<file path="src/rtl/ahb_s2m_mux_s2.sv">
// AHB slave-to-master response mux for two slaves plus a built-in default slave.
// The default slave answers unmapped NONSEQ/SEQ transfers with the two-cycle ERROR response.
module ahb_s2m_mux_s2 #(
    parameter int unsigned     P_DW         = 32,
    parameter logic [P_DW-1:0] P_DFLT_RDATA = '0
) (
    input  logic            HCLK,
    input  logic            HRESETn,
    input  logic            HSELd,
    input  logic            HSEL0,
    input  logic            HSEL1,
    input  logic [1:0]      HTRANS,
    input  logic [P_DW-1:0] HRDATA_S0,
    input  logic [P_DW-1:0] HRDATA_S1,
    input  logic            HREADYOUT_S0,
    input  logic            HREADYOUT_S1,
    input  logic            HRESP_S0,
    input  logic            HRESP_S1,
    output logic            HREADY,
    output logic            HRESP,
    output logic [P_DW-1:0] HRDATA
);

    localparam logic [1:0] DIDLE = 2'd0;
    localparam logic [1:0] DERR1 = 2'd1;
    localparam logic [1:0] DERR2 = 2'd2;

    localparam int DSEL_S0 = 0;
    localparam int DSEL_S1 = 1;
    localparam int DSEL_D  = 2;

    logic [2:0] dsel_reg;
    logic [2:0] dsel_next;
    logic [1:0] state_reg;
    logic [1:0] state_next;
    logic       err_start;

    // One-hot data-phase owner; all-zero means no slave owns the data phase.
    always_comb begin
        dsel_next = 3'b000;
        if (HSEL0) begin
            dsel_next[DSEL_S0] = 1'b1;
        end else if (HSEL1) begin
            dsel_next[DSEL_S1] = 1'b1;
        end else if (HSELd) begin
            dsel_next[DSEL_D] = 1'b1;
        end
    end

    // An active transfer to unmapped space is accepted into the default slave.
    assign err_start = HREADY & HSELd & ~HSEL0 & ~HSEL1
                     & ((HTRANS == 2'b10) || (HTRANS == 2'b11));

    always_comb begin
        state_next = state_reg;
        case (state_reg)
            DIDLE:   if (err_start) state_next = DERR1;
            DERR1:   state_next = DERR2;
            DERR2:   state_next = err_start ? DERR1 : DIDLE;
            default: state_next = DIDLE;
        endcase
    end

    always_ff @(posedge HCLK or negedge HRESETn) begin
        if (!HRESETn) begin
            dsel_reg  <= 3'b000;
            state_reg <= DIDLE;
        end else begin
            if (HREADY) begin
                dsel_reg <= dsel_next;
            end
            state_reg <= state_next;
        end
    end

    // Zero-latency return path; slave errors pass straight through.
    always_comb begin
        HREADY = 1'b1;
        HRESP  = 1'b0;
        HRDATA = P_DFLT_RDATA;
        if (dsel_reg[DSEL_S0]) begin
            HREADY = HREADYOUT_S0;
            HRESP  = HRESP_S0;
            HRDATA = HRDATA_S0;
        end else if (dsel_reg[DSEL_S1]) begin
            HREADY = HREADYOUT_S1;
            HRESP  = HRESP_S1;
            HRDATA = HRDATA_S1;
        end else if (dsel_reg[DSEL_D]) begin
            HREADY = (state_reg != DERR1);
            HRESP  = (state_reg != DIDLE);
        end
    end

endmodule

</file>
<file path="config.mk">
export PLATFORM = sky130hd
export DESIGN_NAME = ahb_s2m_mux_s2
export DESIGN_NICKNAME = d
export VERILOG_FILES = /design/src/rtl/ahb_s2m_mux_s2.sv
export SDC_FILE = /design/constraint.sdc
export NUM_CORES = 1
export LEC_CHECK = 0
export ABC_AREA = 1
export CAP_MARGIN = 0
export CORE_AREA = 2 2 42 44
export CTS_CLUSTER_DIAMETER = 50
export DETAILED_ROUTE_END_ITERATION = 16
export DIE_AREA = 0 0 44 46
export DONT_BUFFER_PORTS = 1
export PLACE_DENSITY = 0.57
export SLEW_MARGIN = 20
export SYNTH_ARGS = -nofsm -noshare
export SYNTH_HDL_FRONTEND = slang
export SYNTH_SLANG_ARGS = --single-unit
</file>
<file path="constraint.sdc">
create_clock -name HCLK -period 3.15 [get_ports HCLK]
set_input_delay 0.945 -clock HCLK [delete_from_list [all_inputs] [get_ports HCLK]]
set_output_delay 0.945 -clock HCLK [all_outputs]
set_load 0.02 [all_outputs]
</file>
==> After elaboration in Yosys (flattened, before gate mapping) <==
Index checks and enable logic that the tools add are counted.
{ "classes": {"n_eq_ne": 6, "n_mux": 16, "n_bitwise": 6, "n_reduce_logical": 3} }
{ "op_table": {"columns": ["cell", "n"], "rows": [
  ["two-way mux 32 bit", 2],
  ["two-way mux 1 bit", 11],
  ["== test 2 bit (second input constant)", 3],
  ["one-hot mux 2 bit (3 select lines)", 1],
  ["bitwise AND 1 bit", 4],
  ["two-way mux 2 bit", 2],
  ["== test 2 x 1 -> 1 bit (second input constant)", 1],
  ["zero test 2 bit", 1],
  ["inequality test 2 x 1 -> 1 bit (second input constant)", 1],
  ["inequality test 2 bit (second input constant)", 1],
  ["inverter 1 bit", 2],
  ["nonzero test 2 bit", 1],
  ["logical OR 1 bit", 1]
]} }
{ "totals": {"regBits": 5, "inputBits": 75, "output_inout_bits": 34} }

==> Longest topological paths before layout <==
{ "depth": {"ltp_word": 10, "ltp_mapped": 6, "depth_no_buf": 6} }

==> Worst setup path before layout <==
No wires, ideal clock.
{ "synth_path": {"path_kind": "input port to output port", "start": "in HREADYOUT_S0", "end": "out HREADY", "arrival_time_ns": 1.311, "required_ns": 2.205, "path_slack_ns": 0.894, "cell_stages": 4, "n_path_buf": 0, "path_cell_list": "clkinv_1 > nand2_2 > nand3_2 > inv_1"} }
{ "synth_between": {"elab_chain_cells": 1} }
{ "synth_rtl": {"columns": ["item", "line_no", "rtl"], "rows": [
  ["from (decl)", "15", "input logic HREADYOUT_S0,"],
  ["two-way mux 1 bit", "81", "if (dsel_reg[DSEL_S0]) begin"],
  ["to (decl)", "19", "output logic HREADY,"]
]} }
Every way passes these cells.

==> Worst setup path in the final report <==
{ "layout_path": {"start": "reg dsel_reg[0]", "end": "out HREADY"} }
{ "layout_between": {"elab_chain_cells": 1} }
{ "layout_rtl": {"columns": ["item", "line_no", "rtl"], "rows": [
  ["from (decl)", "32", "logic [2:0] dsel_reg;"],
  ["from (signal assigned)", "70", "dsel_reg <= dsel_next;"],
  ["two-way mux 1 bit", "81", null]
]} }
Every way passes these cells.

==> qor.csv <==
metric,value,unit
CTS Sinks,5,
Worst EP arrival,1.47,ns
post-DP HPWL,1370,µm
most frequent cells in the layout,"a22o_1, nand2_1, inv_1, dfrtp_1",
Die Span Y,46,µm
Root Buffer,clkbuf_4,
Core Rows,15,
critical path class,reg -> out,
GRT overflow,0,
global placement routability congestion,0.714,
post-CTS setup buffers,0,
share of layout cells above drive strength 1,16.0,%
Worst R2R Setup Slack,1.84,ns
buffer depth of the longest clock path,2,
unrepaired setup endpoints after global routing,no,
Worst setup EP type,primary output,
Worst VDD drop,0.000199,V
CP Max Fanout,36,
first drt pass iteration count,4,
outcome,"complete, no violations",
critical path required time,2.20,ns
Post-route DRC,0,
Inserted Diodes,0,
Max Clock Freq,414,MHz
Int Pwr,0.168,mW
Post-Synthesis Cells,77,
Layout Nets,151,
sw frac,48.3,%
WL final,1610,µm
initial core utilization,39.5,%
Hold Path Class,in -> async,
TritonCTS Buffers,3,
Hold Buf Count CTS,0,
min cycle time layout,2.42,ns
Layout Area Growth over Synthesis,-0.784,%
Clock Latency Late Sink,0.24,ns
syn avg cell area,8.29,µm²
setup ws final,0.732,ns
pre-CTS WS,0.858,ns
Final Skew,0.00271,ns
post-synthesis register bit count,5,
Die Footprint,2020,µm²
largest net degree at the start of global routing,37,
ANT nets after route,0,
"Seq/Total Area, Yosys",19.6,%
first-pass GRT wire length,1980,µm
H-tree depth,1,
syn_nets,152,
clock group share of total power,22.2,%
Ports,109,
relative slew slack,67.8,%
area of the mapped netlist,638,µm²
DR vias,586,
Reg2Reg Capture Point,dsel_reg[1]$_DFFE_PN0N_,
Worst-path clk slew,0.04,ns
Synth warnings,0,
switching power,0.157,mW
final cycle utilization of the critical path,76.8,%
initial DRC count,6,
vias in the first global route,483,
CTS resizes,0,
max FFs per register,3,
WL/cell,17.5,µm
final hold violation count,0,
Max Slew Vio Count,0,
Pwr Density,513,nW/µm²
Comb pwr share,54.9,%
CTS tree,done,
Die Span X,44,µm
Worst-Margin Slew,0.480,ns
CP Launch Type,flip-flop,
# setup viols final,0,
final hold slack,0.401,ns
Total GRT Usage,14.2,%
Sum Neg Setup Slack,0,ns
static leakage,0.300,nW
Via-to-Cell Ratio,6.37,
Max-Cap Viols,0,
reg2reg start,dsel_reg[0]$_DFFE_PN0N_,
antenna violations before repair,0,
post-synth cell types,18,
length in cells of the worst reg-to-reg path,6,
Seq pwr share,22.9,%
I/O Buffers,0,
"most common cell after layout, fill and taps aside",a22o_1,
core area,1610,µm²
metal layers:
| metal | vias up | wire length (µm) | track usage, % |
|---|---|---|---|
| met5 | - | 0 | 0 |
| met4 | 0 | 0 | 10.9 |
| met3 | 0 | 201 | 3.17 |
| met2 | 58 | 843 | 22.9 |
| met1 | 240 | 562 | 16.3 |
| li1 | 288 | - | - |
area by class of cell:
| cell class | count | area, µm² |
|---|---|---|
| timing repair buffer | 1 | 7.51 |
| multi-input combinational | 55 | 415 |
| inverter | 10 | 37.5 |
| sequential | 5 | 125 |
| tap | 17 | 21.3 |
| clock buffer | 4 | 26.3 |
| fill | 165 | 981 |
kinds of logic after synthesis:
| kind of cell | count (synthesis) | share of synthesized area [%] |
|---|---|---|
| AO/OA/AOI/OAI | 35 | 46.7 |
| buffers and inverters | 17 | 15.3 |
| flip-flops | 5 | 19.6 |
| AND/OR/NAND/NOR | 20 | 18.4 |
worst max path at each step:
stage	start	end	slack, ns	cells past startpoint
final	dsel_reg[0]$_DFFE_PN0N_	HREADY	0.73	5
after global placement	HREADYOUT_S1	HREADY	0.86	4
after CTS	dsel_reg[0]$_DFFE_PN0N_	HREADY	0.71	5
after global routing	dsel_reg[0]$_DFFE_PN0N_	HREADY	0.61	5
after floorplan	HREADYOUT_S0	HREADY	0.89	4
after detailed placement	HREADYOUT_S0	HREADY	0.86	4
power by group through the flow:
stage / clock (mW) / sequential [mW] / combinational [mW]
5_1_grt: 0.0803 / 0.0750 / 0.192
3_3_place_gp: 0 / 0.0750 / 0.178
3_5_place_dp: 0 / 0.0752 / 0.179
4_1_cts: 0.0765 / 0.0743 / 0.179
2_1_floorplan: 0 / 0.0723 / 0.180
6_report: 0.0720 / 0.0743 / 0.178
Yosys cell counts:
cell type	instances	area, µm²
o21ai_1	1	5.00
buf_2	3	15.0
inv_1	7	26.3
nor2_8	1	20.0
inv_2	2	7.51
nand4_1	2	12.5
nor2_2	1	6.26
o21ai_0	1	5.00
nand3_1	1	5.00
o211ai_1	1	7.51
a22o_1	32	280
nand2_1	8	30.0
nor2_1	3	11.3
buf_6	4	45.0
nand2_2	2	12.5
dfrtp_1	5	125
clkinv_1	1	3.75
nand3_2	2	20.0
per-stage QoR:
step,instances,area [µm²],power [mW],util (%)
2_1_floorplan,77,638,0.252,-
3_3_place_gp,88,607,0.253,37.6
3_5_place_dp,88,607,0.254,37.6
4_1_cts,92,633,0.330,39.2
5_1_grt,92,633,0.347,39.2
6_report,92,633,0.325,39.2
critical path: stages (launching register included):
cell and delay, ns:
dfrtp_1 0.43, buf_4 0.36, inv_2 0.06, nand3_2 0.11, nand3_2 0.10, inv_1 0.17
Power figures use the tool's default switching activity.
